### src/rtl/rs_gf_pkg.sv
// GF(2^8) constants, helpers and FSM encodings shared by the RS decoder stages.
package rs_gf_pkg;

    localparam logic [8:0] GF_POLY      = 9'h11D;
    localparam logic [7:0] GF_ALPHA     = 8'h02;
    localparam logic [7:0] GF_ALPHA_INV = 8'h8E;

    // One-hot Chien/Forney control states
    typedef enum logic [3:0] {
        ST_IDLE = 4'b0001,
        ST_LOAD = 4'b0010,
        ST_RUN  = 4'b0100,
        ST_DONE = 4'b1000
    } chien_state_t;

    // Multiply by alpha: shift left and fold the x^8 term back in
    function automatic logic [7:0] gf_mul_alpha(input logic [7:0] a);
        return {a[6:0], 1'b0} ^ (a[7] ? GF_POLY[7:0] : 8'h00);
    endfunction

    // General product, shift-and-add over the field
    function automatic logic [7:0] gf_mul(input logic [7:0] a, input logic [7:0] b);
        logic [7:0] acc;
        logic [7:0] sh;
        acc = 8'h00;
        sh  = a;
        for (int i = 0; i < 8; i++) begin
            if (b[i]) acc ^= sh;
            sh = gf_mul_alpha(sh);
        end
        return acc;
    endfunction

    // Multiply by alpha^-1; the constant operand folds to a fixed XOR network
    function automatic logic [7:0] gf_mul_alpha_inv(input logic [7:0] a);
        return gf_mul(a, GF_ALPHA_INV);
    endfunction

    // alpha^k for elaboration-time constants; k is reduced modulo 255
    function automatic logic [7:0] gf_alpha_pow(input int k);
        logic [7:0] r;
        int         e;
        e = k % 255;
        if (e < 0) e += 255;
        r = 8'h01;
        for (int i = 0; i < e; i++) r = gf_mul(r, GF_ALPHA);
        return r;
    endfunction

endpackage

### src/rtl/s3_chien_forney_if.sv
// Handoff from the key-equation solver and the Chien/Forney result stream.
interface s3_chien_forney_if;

    logic       kes_done;
    logic [7:0] rs_lambda0;
    logic [7:0] rs_lambda1;
    logic [7:0] rs_lambda2;
    logic [7:0] rs_omega0;
    logic [7:0] rs_omega1;

    logic       out_valid;
    logic [7:0] out_pos;
    logic [7:0] out_err;
    logic       out_last;
    logic       chien_done;
    logic [1:0] err_num;
    logic       dec_fail;
    logic       chien_ovf;

    modport master (
        output kes_done, rs_lambda0, rs_lambda1, rs_lambda2, rs_omega0, rs_omega1,
        input  out_valid, out_pos, out_err, out_last, chien_done, err_num, dec_fail, chien_ovf
    );

    modport slave (
        input  kes_done, rs_lambda0, rs_lambda1, rs_lambda2, rs_omega0, rs_omega1,
        output out_valid, out_pos, out_err, out_last, chien_done, err_num, dec_fail, chien_ovf
    );

endinterface

### src/rtl/gf2m8_inv.sv
// Combinational GF(2^8) inverse; zero maps to zero.
module gf2m8_inv
    import rs_gf_pkg::*;
(
    input  logic [7:0] a,
    output logic [7:0] a_inv
);

    logic [7:0] pw;
    logic [7:0] prod;

    // a^-1 = a^254 = a^2 * a^4 * ... * a^128, so a zero input yields zero
    always_comb begin
        pw   = a;
        prod = 8'h01;
        for (int k = 1; k < 8; k++) begin
            pw   = gf_mul(pw, pw);
            prod = gf_mul(prod, pw);
        end
        a_inv = prod;
    end

endmodule

### src/rtl/gf2m8_multi.sv
// Combinational GF(2^8) multiplier.
module gf2m8_multi
    import rs_gf_pkg::*;
(
    input  logic [7:0] a,
    input  logic [7:0] b,
    output logic [7:0] p
);

    // Field product of the two operands
    always_comb p = gf_mul(a, b);

endmodule

### src/rtl/s3_chien_forney.sv
// RS decoder stage 3: Chien root search over all positions, highest first,
// with one Forney magnitude streamed per position (t = 2, first root alpha^0).
module s3_chien_forney
    import rs_gf_pkg::*;
#(
    parameter int N = 255
) (
    input  logic             clk,
    input  logic             rst,
    s3_chien_forney_if.slave bus
);

    localparam logic [7:0] CNT_INIT = 8'(N - 1);
    localparam logic [7:0] X_INIT   = gf_alpha_pow(N - 1);
    localparam logic [7:0] T1_SCALE = gf_alpha_pow(255 - (N - 1));
    localparam logic [7:0] T2_SCALE = gf_alpha_pow(510 - 2 * (N - 1));

    chien_state_t state, nxt_state;

    logic [7:0] lam0, lam1, lam2, om0, om1;
    logic [7:0] t1, t2, x_pos, inv_l1, cnt;
    logic [1:0] deg, roots;

    logic [7:0] t1_load, t2_load, inv_w, om0_x, mag_raw, mag;
    logic       run, is_root, dec_fail_w;

    logic       vld_p1, last_p1, done_p1, ovf_p1, dec_fail_p1;
    logic [7:0] pos_p1, err_p1;
    logic [1:0] err_num_p1;

    // Root counter saturates so err_num never wraps
    function automatic logic [1:0] sat_inc(input logic [1:0] v);
        return (v == 2'd3) ? v : v + 2'd1;
    endfunction

    gf2m8_multi u_t1_load (.a(lam1),          .b(T1_SCALE), .p(t1_load));
    gf2m8_multi u_t2_load (.a(lam2),          .b(T2_SCALE), .p(t2_load));
    gf2m8_multi u_om0_x   (.a(om0),           .b(x_pos),    .p(om0_x));
    gf2m8_multi u_mag     (.a(om0_x ^ om1),   .b(inv_l1),   .p(mag_raw));
    gf2m8_inv   u_inv     (.a(lam1),          .a_inv(inv_w));

    assign run        = (state == ST_RUN);
    assign is_root    = ((lam0 ^ t1 ^ t2) == 8'h00);
    // Lambda'(x) = lambda1 in characteristic 2; no derivative means no magnitude
    assign mag        = (is_root && (lam1 != 8'h00)) ? mag_raw : 8'h00;
    assign dec_fail_w = (lam0 == 8'h00) | ((lam1 == 8'h00) & (deg != 2'd0)) | (roots != deg);

    // State register
    always_ff @(posedge clk) begin
        if (rst) state <= ST_IDLE;
        else     state <= nxt_state;
    end

    // Next-state: one LOAD cycle, N RUN cycles, one DONE cycle
    always_comb begin
        nxt_state = state;
        unique case (state)
            ST_IDLE: if (bus.kes_done) nxt_state = ST_LOAD;
            ST_LOAD: nxt_state = ST_RUN;
            ST_RUN:  if (cnt == 8'h00) nxt_state = ST_DONE;
            ST_DONE: nxt_state = ST_IDLE;
            default: nxt_state = ST_IDLE;
        endcase
    end

    // Coefficient capture, LOAD initialisation and per-position Chien stepping
    always_ff @(posedge clk) begin
        if ((state == ST_IDLE) && bus.kes_done) begin
            lam0 <= bus.rs_lambda0;
            lam1 <= bus.rs_lambda1;
            lam2 <= bus.rs_lambda2;
            om0  <= bus.rs_omega0;
            om1  <= bus.rs_omega1;
        end
        if (state == ST_LOAD) begin
            t1     <= t1_load;
            t2     <= t2_load;
            x_pos  <= X_INIT;
            inv_l1 <= inv_w;
            cnt    <= CNT_INIT;
            deg    <= (lam2 != 8'h00) ? 2'd2 : ((lam1 != 8'h00) ? 2'd1 : 2'd0);
            roots  <= 2'd0;
        end else if (run) begin
            t1    <= gf_mul_alpha(t1);
            t2    <= gf_mul_alpha(gf_mul_alpha(t2));
            x_pos <= gf_mul_alpha_inv(x_pos);
            cnt   <= cnt - 8'd1;
            if (is_root) roots <= sat_inc(roots);
        end
    end

    // ---- output stage p1: registered beat stream, status and overrun pulses ----
    always_ff @(posedge clk) begin
        if (rst) begin
            vld_p1      <= 1'b0;
            pos_p1      <= 8'h00;
            err_p1      <= 8'h00;
            last_p1     <= 1'b0;
            done_p1     <= 1'b0;
            ovf_p1      <= 1'b0;
            err_num_p1  <= 2'd0;
            dec_fail_p1 <= 1'b0;
        end else begin
            vld_p1  <= run;
            pos_p1  <= run ? cnt : 8'h00;
            err_p1  <= run ? mag : 8'h00;
            last_p1 <= run && (cnt == 8'h00);
            done_p1 <= (state == ST_DONE);
            ovf_p1  <= bus.kes_done && (state != ST_IDLE);
            if (state == ST_DONE) begin
                err_num_p1  <= roots;
                dec_fail_p1 <= dec_fail_w;
            end
        end
    end

    assign bus.out_valid  = vld_p1;
    assign bus.out_pos    = pos_p1;
    assign bus.out_err    = err_p1;
    assign bus.out_last   = last_p1;
    assign bus.chien_done = done_p1;
    assign bus.err_num    = err_num_p1;
    assign bus.dec_fail   = dec_fail_p1;
    assign bus.chien_ovf  = ovf_p1;

endmodule
### src/flat_wrapper.sv
// flat-port wrapper written by rule: the top's interface ports become plain ports
module s3_chien_forney_flat import rs_gf_pkg::*;
#(
    parameter int N = 255
)
  (clk, rst, bus_kes_done, bus_rs_lambda0, bus_rs_lambda1, bus_rs_lambda2, bus_rs_omega0, bus_rs_omega1, bus_out_valid, bus_out_pos, bus_out_err, bus_out_last, bus_chien_done, bus_err_num, bus_dec_fail, bus_chien_ovf);
  s3_chien_forney_if bus_i ();
  input  logic clk;
  input  logic rst;
  input wire logic [$bits(bus_i.kes_done)-1:0] bus_kes_done;
  input wire logic [$bits(bus_i.rs_lambda0)-1:0] bus_rs_lambda0;
  input wire logic [$bits(bus_i.rs_lambda1)-1:0] bus_rs_lambda1;
  input wire logic [$bits(bus_i.rs_lambda2)-1:0] bus_rs_lambda2;
  input wire logic [$bits(bus_i.rs_omega0)-1:0] bus_rs_omega0;
  input wire logic [$bits(bus_i.rs_omega1)-1:0] bus_rs_omega1;
  output wire logic [$bits(bus_i.out_valid)-1:0] bus_out_valid;
  output wire logic [$bits(bus_i.out_pos)-1:0] bus_out_pos;
  output wire logic [$bits(bus_i.out_err)-1:0] bus_out_err;
  output wire logic [$bits(bus_i.out_last)-1:0] bus_out_last;
  output wire logic [$bits(bus_i.chien_done)-1:0] bus_chien_done;
  output wire logic [$bits(bus_i.err_num)-1:0] bus_err_num;
  output wire logic [$bits(bus_i.dec_fail)-1:0] bus_dec_fail;
  output wire logic [$bits(bus_i.chien_ovf)-1:0] bus_chien_ovf;
  assign bus_i.kes_done = bus_kes_done;
  assign bus_i.rs_lambda0 = bus_rs_lambda0;
  assign bus_i.rs_lambda1 = bus_rs_lambda1;
  assign bus_i.rs_lambda2 = bus_rs_lambda2;
  assign bus_i.rs_omega0 = bus_rs_omega0;
  assign bus_i.rs_omega1 = bus_rs_omega1;
  assign bus_out_valid = bus_i.out_valid;
  assign bus_out_pos = bus_i.out_pos;
  assign bus_out_err = bus_i.out_err;
  assign bus_out_last = bus_i.out_last;
  assign bus_chien_done = bus_i.chien_done;
  assign bus_err_num = bus_i.err_num;
  assign bus_dec_fail = bus_i.dec_fail;
  assign bus_chien_ovf = bus_i.chien_ovf;
  s3_chien_forney #(.N(N)) u_core (.clk(clk), .rst(rst), .bus(bus_i));
endmodule
### config.mk
export PLATFORM = sky130hd
export DESIGN_NAME = s3_chien_forney_flat
export DESIGN_NICKNAME = d
export VERILOG_FILES = /design/src/rtl/rs_gf_pkg.sv /design/src/rtl/s3_chien_forney_if.sv /design/src/rtl/gf2m8_inv.sv /design/src/rtl/gf2m8_multi.sv /design/src/rtl/s3_chien_forney.sv /design/src/flat_wrapper.sv
export SDC_FILE = /design/constraint.sdc
export NUM_CORES = 1
export LEC_CHECK = 0
export ABC_AREA = 1
export BUFFER_PORTS_ARGS = -buffer_cell sky130_fd_sc_hd__buf_2
export CORE_MARGIN = 2
export CORE_UTILIZATION = 65
export CTS_BUF_LIST = sky130_fd_sc_hd__clkbuf_8 sky130_fd_sc_hd__clkbuf_16
export DETAILED_ROUTE_END_ITERATION = 16
export PLACE_DENSITY = 0.92
export SLEW_MARGIN = 20
export SYNTH_ARGS = -nofsm -noshare
export SYNTH_HDL_FRONTEND = slang
export SYNTH_SLANG_ARGS = --single-unit
### constraint.sdc
create_clock -name clk -period 32.6 [get_ports clk]
set_clock_uncertainty 0.05 [all_clocks]
set_input_delay 0 -clock clk [delete_from_list [all_inputs] [get_ports clk]]
set_output_delay 0 -clock clk [all_outputs]
set_load 0.03 [all_outputs]
==> summary.md, run 1 <==
| Metric | Value |
|---|---|
| Post-synth EDFFs | `66` |
| CTS tree | `yes` |
| Crit-path leading delay family | `simple AND/OR/NAND/NOR gates` |
| Clk sinks | `111` |
| Status | `complete, no violations` |
| Vias in the first global route | `29,147` |
| Multi-input gate area | `0.0206 mm^2` |
| Post-cts repair resize count | `0` |
| Crit path DAT | `15,100 ps` |
| Worst Hold Class | `input pin to register` |
| Initial core utilization | `65.9%` |
| Predominant post-synthesis flop cell | `edfxtp_1` |
| DRC | `0` |
| Syn nets | `5,253` |
| Area contributors post-synth | `nand2_1, nand3_1, inv_1` |
| Yosys top cell by area | `nand2_1` |
| Clock root cell | `clkbuf_16` |
| Clock transition at path regs | `80 ps` |
| Register area | `0.00288 mm^2` |
| Fin crit period | `15,030 ps` |
| Worst Path Buf+Inv | `16` |
| Total CTS buffers | `9` |
| Clock buffer depth | `2` |
| Register area share after synthesis | `10.7%` |
| Avg Cell Area, Syn | `5.18 um^2` |
| Drt wl/cell | `13.8 um` |
| Final nets | `5,240` |
| Sum Neg Setup Slack | `0 ps` |
| Core area | `0.0408 mm^2` |
| First-pass GRT wire length | `132 mm` |
| PortBufs | `65` |
| Fmax | `66.5 MHz` |
| Fin. max-slew vios | `0` |
| Pin count of the biggest net entering global routing | `45` |
| CTS H-tree depth | `3` |
| Synth cell types | `50` |
| Post-DP HPWL | `58.8 mm` |
| Worst setup EP type | `register` |
| Syn Std Cell Area | `0.0269 mm^2` |
| Worst Path Required | `32,670 ps` |
| Post-Route WL | `79.0 mm` |
| Final worst-path cycle share | `46.1%` |
| Fill cells | `3,690` |
| Area of the die | `0.0430 mm^2` |
| Worst Max-Slew Pin Slew | `1050 ps` |
| Commonest cells after routing, fill and taps aside | `nand2_1, nand3_1, inv_1, nor2_1, nand2_2` |
| Post-synthesis async set-or-reset flop share | `0%` |
| Final core area utilization | `67.7%` |
| Die Y-Extent | `207 um` |
| Synth-to-Final Area Change | `2.73%` |
| Antenna violations before repair | `1` |
| Routability cong. | `1.01` |
| Startpoint Class | `register` |
| Setup violations, final | `0` |
| Worst Path Class, Setup | `register to register` |
| Max Fanout on Critical Path | `42` |
| Postcts setup bufs | `0` |
| Share of post-route cells with drive strength above 1 | `8.98%` |
| Num ports | `66` |
| Post-Synthesis Cells | `5,196` |
| Setup slack, reg-to-reg | `17,570 ps` |
| CP dominant cell by count | `nand2_1` |
| Via density | `5.72` |
| Router iterations before antenna repair | `7` |
| Die width | `207 um` |
| #FFs+latches synth | `111` |
| Grt ovf | `0` |
| Fin. Hold Viols | `0` |
| Cell Rows | `74` |
| All-layer global routing usage | `35.2%` |
| Area share of the leading cell type in the synthesized netlist | `31.4%` |
| Clk_lat worst skew | `360 ps` |
| Post-route ant nets | `0` |
| DR vias | `32,709` |
| Max-cap violation count | `0` |
| Max-slew headroom | `29.4%` |
| Yosys synthesis warning count | `0` |
| Most common cell after layout, fill and taps aside | `nand2_1` |
| Worst stage delay on the critical path | `870 ps` |
| DR iter-0 viols | `3,646` |
| Unrepaired setup endpoints after global routing | `no` |
| CP max stage cell | `edfxtp_1` |
## cells in the mapped netlist (2+ instances only)
master    number
nand2_1     2249
nand3_1      929
inv_1        551
nor2_1       314
nand2_2      172
xor2_1       155
xnor2_1      108
inv_2         78
edfxtp_1      66
nand3b_1      54
nand3_2       51
o21ai_0       48
buf_4         47
dfxtp_1       45
nand4_1       45
a21oi_1       37
buf_6         37
nand2_4       26
clkbuf_1      23
buf_2         18
nor2_2        17
ha_1          14
o21ai_1       13
nor3_1        10
or2_2         10
o21bai_1       9
inv_4          8
buf_1          7
clkinv_1       7
o22ai_1        7
xnor2_2        5
nand3_4        4
nor4_1         4
buf_8          3
o211ai_1       3
or2_1          3
xor2_2         3
a211oi_1       2
a21oi_2        2
a22oi_1        2
## routing by layer
layer / global-route usage, % / up-vias / part of all wire, %
met5: 0 / - / 0
met4: 15.0 / 0 / 3.9
met3: 4.72 / 300 / 10
met2: 59.4 / 1842 / 46
met1: 44.8 / 14279 / 40
li1: - / 16288 / -
## cell type report
cell class	instances	share of cell area [%]
tap	532	2.41
multi-input combinational	4304	74.4
timing repair buffer	112	2.89
clock buffer	9	0.815
sequential	111	10.4
inverter	645	8.85
antenna	1	0.00906
clock inverter	7	0.199
## what timing repair did
| action | in CTS | in global routing |
|---|---|---|
| hold buffers | 43 | 0 |
| endpoints found under the setup margin | 0 | 0 |
| hold endpoints to repair | 46 | 0 |
## stage by stage
stage	cell area, um^2	setup slack (ps)	std cells	hold WS [ps]
floorplan	26900	20570	5196	22.4
global placement	26900	18650	5660	126
detailed placement	26900	18110	5660	129
CTS	27600	18050	5719	297
global route	27600	16180	5721	301
finish	27600	17570	5721	304
## worst paths after layout
check,end,cells after the start,from
worst max-delay path,u_core.inv_l1[0],92,u_core.lam1[6]
worst min-delay path,u_core.lam0[1],2,bus_rs_lambda0[1]
worst max register to register,u_core.inv_l1[0],92,u_core.lam1[6]
worst min register to register,u_core.bus.out_pos[7],2,u_core.cnt[7]
## cell families after synthesis
group / synth area share [%]
XOR/XNOR: 9.13
buffers and inverters: 12.9
adder cells (fa/ha/maj): 0.651
flip-flops: 10.7
AO/OA/AOI/OAI: 2.62
AND/OR/NAND/NOR: 64.0
## worst register-to-register path, delay by kind of cell (launching register included)
kind                       cells  cell delay, ps
and+or+nand+nor               67            8780
adders and majority gates      5            2210
buffers and inverters         16            1930
xor gates and xnor gates       4             980
DFF                            1             870
Power of run 1 is left out: the tool's default activity adds up to more than one toggle a clock period on the data nets, which glitch-free logic cannot reach.
==> run 2: changes to the inputs <==
--- a/config.mk
+++ b/config.mk
@@ -5,13 +5,13 @@
 export SDC_FILE = /design/constraint.sdc
 export NUM_CORES = 1
 export LEC_CHECK = 0
-export ABC_AREA = 1
+export ABC_AREA = 0
 export BUFFER_PORTS_ARGS = -buffer_cell sky130_fd_sc_hd__buf_2
 export CORE_MARGIN = 2
 export CORE_UTILIZATION = 65
 export CTS_BUF_LIST = sky130_fd_sc_hd__clkbuf_8 sky130_fd_sc_hd__clkbuf_16
 export DETAILED_ROUTE_END_ITERATION = 16
-export PLACE_DENSITY = 0.92
+export PLACE_DENSITY = 0.93
 export SLEW_MARGIN = 20
 export SYNTH_ARGS = -nofsm -noshare
 export SYNTH_HDL_FRONTEND = slang
==> constraint.sdc (replaced) <==
create_clock -name clk -period 15.27 [get_ports clk]
set_clock_uncertainty 0.05 [all_clocks]
set_input_delay 0 -clock clk [delete_from_list [all_inputs] [get_ports clk]]
set_output_delay 0 -clock clk [all_outputs]
set_load 0.03 [all_outputs]
==> run 2 against run 1 <==
Net effect: sequential share of layout area grew 3.1 points; cell count decreased by 50%; first-iteration DRC count shrank 37%; highest routed layer is now met5; area after synthesis decreased by 27%; synthesized cell count fell by 54%; register-to-register slack worse by 17000 ps; critical endpoint is now u_core.inv_l1[3]; wire length down 27%; count of clock-buffer cells in the layout grew 2; die area is 27% lower; utilization rose by 4.1 points.
==> summary.md, run 2 <==
| Metric | Value |
|---|---|
| Status | `complete, no violations` |
| Largest family of logic cells by synthesized area | `XOR/XNOR gates` |
| Post-synthesis mux area share | `3.40% (+3.4 points)` |
| Avg Cell Area, Syn | `8.22 um^2 (+59%)` |
| Hold_ws | `286 ps (-17.8 ps)` |
| XOR/XNOR Fraction of Synth Area | `46.3% (+37 points)` |
| Adder-cell share of the synthesized area | `0.895% (+0.24 points)` |
| DRC | `0 (unchanged)` |
| Register area | `0.00288 mm^2 (unchanged)` |
| Max-slew headroom | `21.3% (-8.1 points)` |
| PortBufs | `65 (unchanged)` |
| Area share of the leading cell type in the synthesized netlist | `23.0% (-8.4 points)` |
| Post-DP HPWL | `39.3 mm (-33%)` |
| Synth cell types | `102 (+100%)` |
| Area of the die | `0.0315 mm^2 (-27%)` |
| Crit path DAT | `14,880 ps (-220 ps)` |
| Design area | `0.0213 mm^2 (-23%)` |
| Die width | `178 um (-14%)` |
| Clock buffer depth | `2 (unchanged)` |
| Synth-to-Final Area Change | `8.74%` |
| Syn nets | `2,438 (-54%)` |
| Syn Std Cell Area | `0.0196 mm^2 (-27%)` |
| First-pass GRT wire length | `89.6 mm (-32%)` |
| Pin count of the biggest net entering global routing | `41 (-8.9%)` |
| Fill cells | `2,120 (-43%)` |
| All-layer global routing usage | `35.4% (+0.20 points)` |
| CTS H-tree depth | `3 (unchanged)` |
| Clock transition at path regs | `90 ps (about the same)` |
| Post-Route WL | `57.9 mm (-27%)` |
| Drt wl/cell | `20.4 um (+48%)` |
| Worst setup EP type | `register` |
| Most common cell after layout, fill and taps aside | `xnor2_1` |
| Startpoint Class | `register` |
| #FFs+latches synth | `111 (unchanged)` |
| Via density | `6.38 (+12%)` |
| Predominant post-synthesis flop cell | `edfxtp_1` |
| Worst Path Class, Setup | `register to register` |
| Fmax | `67.6 MHz (+1.6%)` |
| Worst Max-Slew Pin Slew | `1170 ps (+121 ps)` |
| Commonest cells after routing, fill and taps aside | `xnor2_1, nand2_1, nor2_1, xor2_1, a21oi_1` |
| Synth top cells by count | `xnor2_1, nand2_1, nor2_1, xor2_1, clkbuf_1` |
| Placed insts | `2,755 (-51%)` |
| Max Fanout on Critical Path | `31 (-26%)` |
| Synth Area in Simple Gates | `19.8% (-44 points)` |
| Cell Rows | `63 (-15%)` |
| Area contributors post-synth | `xnor2_1, edfxtp_1, xnor3_1` |
| Post-synth EDFFs | `66 (unchanged)` |
| DR iter-0 viols | `2,282 (-37%)` |
| Clock root cell | `clkbuf_16` |
| Fin. max-slew vios | `0 (unchanged)` |
| Yosys synthesis warning count | `0 (unchanged)` |
| Num ports | `66 (unchanged)` |
| Max-cap violation count | `0 (unchanged)` |
| Core area | `0.0296 mm^2 (-27%)` |
| Vias in the first global route | `17,012 (-42%)` |
| Compound-Gate Fraction of Synth Area | `11.3% (+8.6 points)` |
| Post-synthesis async set-or-reset flop share | `0% (unchanged)` |
| Share of post-route cells with drive strength above 1 | `11.1% (+2.1 points)` |
| Clk_lat worst skew | `380 ps (+20 ps)` |
| Total CTS buffers | `9 (unchanged)` |
| Register area share after synthesis | `14.7% (+4.0 points)` |
| DP Area | `0.0203 mm^2 (-25%)` |
| Final nets | `2,495 (-52%)` |
| Worst Path Required | `15,340 ps (-17,330 ps)` |
| Worst Hold Class | `input pin to register` |
| Antenna violations before repair | `8 (+7)` |
| Fin. Hold Viols | `0 (unchanged)` |
| CP max stage cell | `xnor3_4` |
| Yosys top cell by area | `xnor2_1` |
| Fin cells | `2,838 (-50%)` |
| Initial core utilization | `66.0% (+0.15 points)` |
| Setup violations, final | `0 (unchanged)` |
| Final worst-path cycle share | `96.9% (+51 points)` |
| Final WS setup | `466 ps (-17,100 ps)` |
| Most common cell in the netlist | `xnor2_1` |
| Worst stage delay on the critical path | `630 ps (-240 ps)` |
| Post-Synthesis Cells | `2,381 (-54%)` |
| Fin crit period | `14,800 ps (-230 ps)` |
| Multi-input gate area | `0.0161 mm^2 (-22%)` |
| Router iterations before antenna repair | `10 (+3)` |
| CTS tree | `yes` |
| Die Y-Extent | `178 um (-14%)` |
| DR vias | `18,103 (-45%)` |
| Post-route ant nets | `0 (unchanged)` |
| Clk sinks | `111 (unchanged)` |
| Routability cong. | `0.937 (-7.5%)` |
| Pre-CTS worst setup slack | `268 ps (-17,840 ps)` |
| CP dominant cell by count | `xnor3_1` |
| Grt ovf | `0 (unchanged)` |
run 2: changes by cell type in the layout (fill, tap and decap cells not counted), moves of 74 or more:
| cell | change |
|---|---|
| xnor2_1 | +397 |
| buf_4 | +76 |
| nand2_2 | -171 |
| inv_2 | -74 |
| nand3_1 | -898 |
| xnor3_1 | +80 |
| nand2_1 | -1891 |
| inv_1 | -525 |
run 2: path summary, 6_finish.rpt:
| path | slack, ps | from | endpoint | depth (start not counted) |
|---|---|---|---|---|
| worst max-delay path | 470 | u_core.lam1[7] | u_core.inv_l1[3] | 42 |
| worst min-delay path | 290 | bus_rs_lambda1[4] | u_core.lam1[4] | 2 |
| worst max register to register | 470 | u_core.lam1[7] | u_core.inv_l1[3] | 42 |
| worst min register to register | 470 | u_core.cnt[5] | u_core.bus.out_pos[5] | 1 |
run 2: repair_timing:
item                       in CTS  in global routing
resized for setup               0                 12
setup endpoints to repair       0                  8
hold endpoints to repair       52                  0
setup buffers                   0                 20
hold buffers                   42                  0
run 2: logic make-up after synthesis:
family / Yosys count
AND/OR/NAND/NOR: 865
adder cells (fa/ha/maj): 14
AO/OA/AOI/OAI: 325
flip-flops: 111
XOR/XNOR: 828
buffers and inverters: 176
multiplexers: 62
run 2: layout make-up:
class                   count  share of cell area, %
repair buffers            186                   6.29
multi-input cells        2094                   75.7
inverters                  36                  0.635
well taps                 390                   2.29
diodes                      5                 0.0588
clock buffers              11                   1.29
clock inverters             5                  0.159
flip-flops and latches    111                   13.5
run 2: worst max-delay path, delay by kind of cell, from the launching register on:
family          cells  cell delay (ps)
xor+xnor           26            10390
compound gates      5             1500
simple gates        8             1020
flops               1              560
fa+ha+maj           1              530
buf+inv             2              470
run 2: per-layer routing:
layer  part of all wire [%]  GRT usage, %  up-vias
met3                     10          6.32      250
met5                  0.069             0        -
met4                    4.4          13.4        6
met1                     38          45.0     8512
li1                       -             -     8105
met2                     47          59.7     1230
run 2: stage by stage:
| step | utilization [%] | TNS, ps |
|---|---|---|
| 2_1_floorplan | - | 0 |
| 3_3_place_gp | 68.5 | 0 |
| 3_5_place_dp | 68.5 | 0 |
| 4_1_cts | 70.9 | 0 |
| 5_1_grt | 71.8 | -136 |
| 6_report | 71.8 | 0 |
Power of run 2 is left out for the same reason.
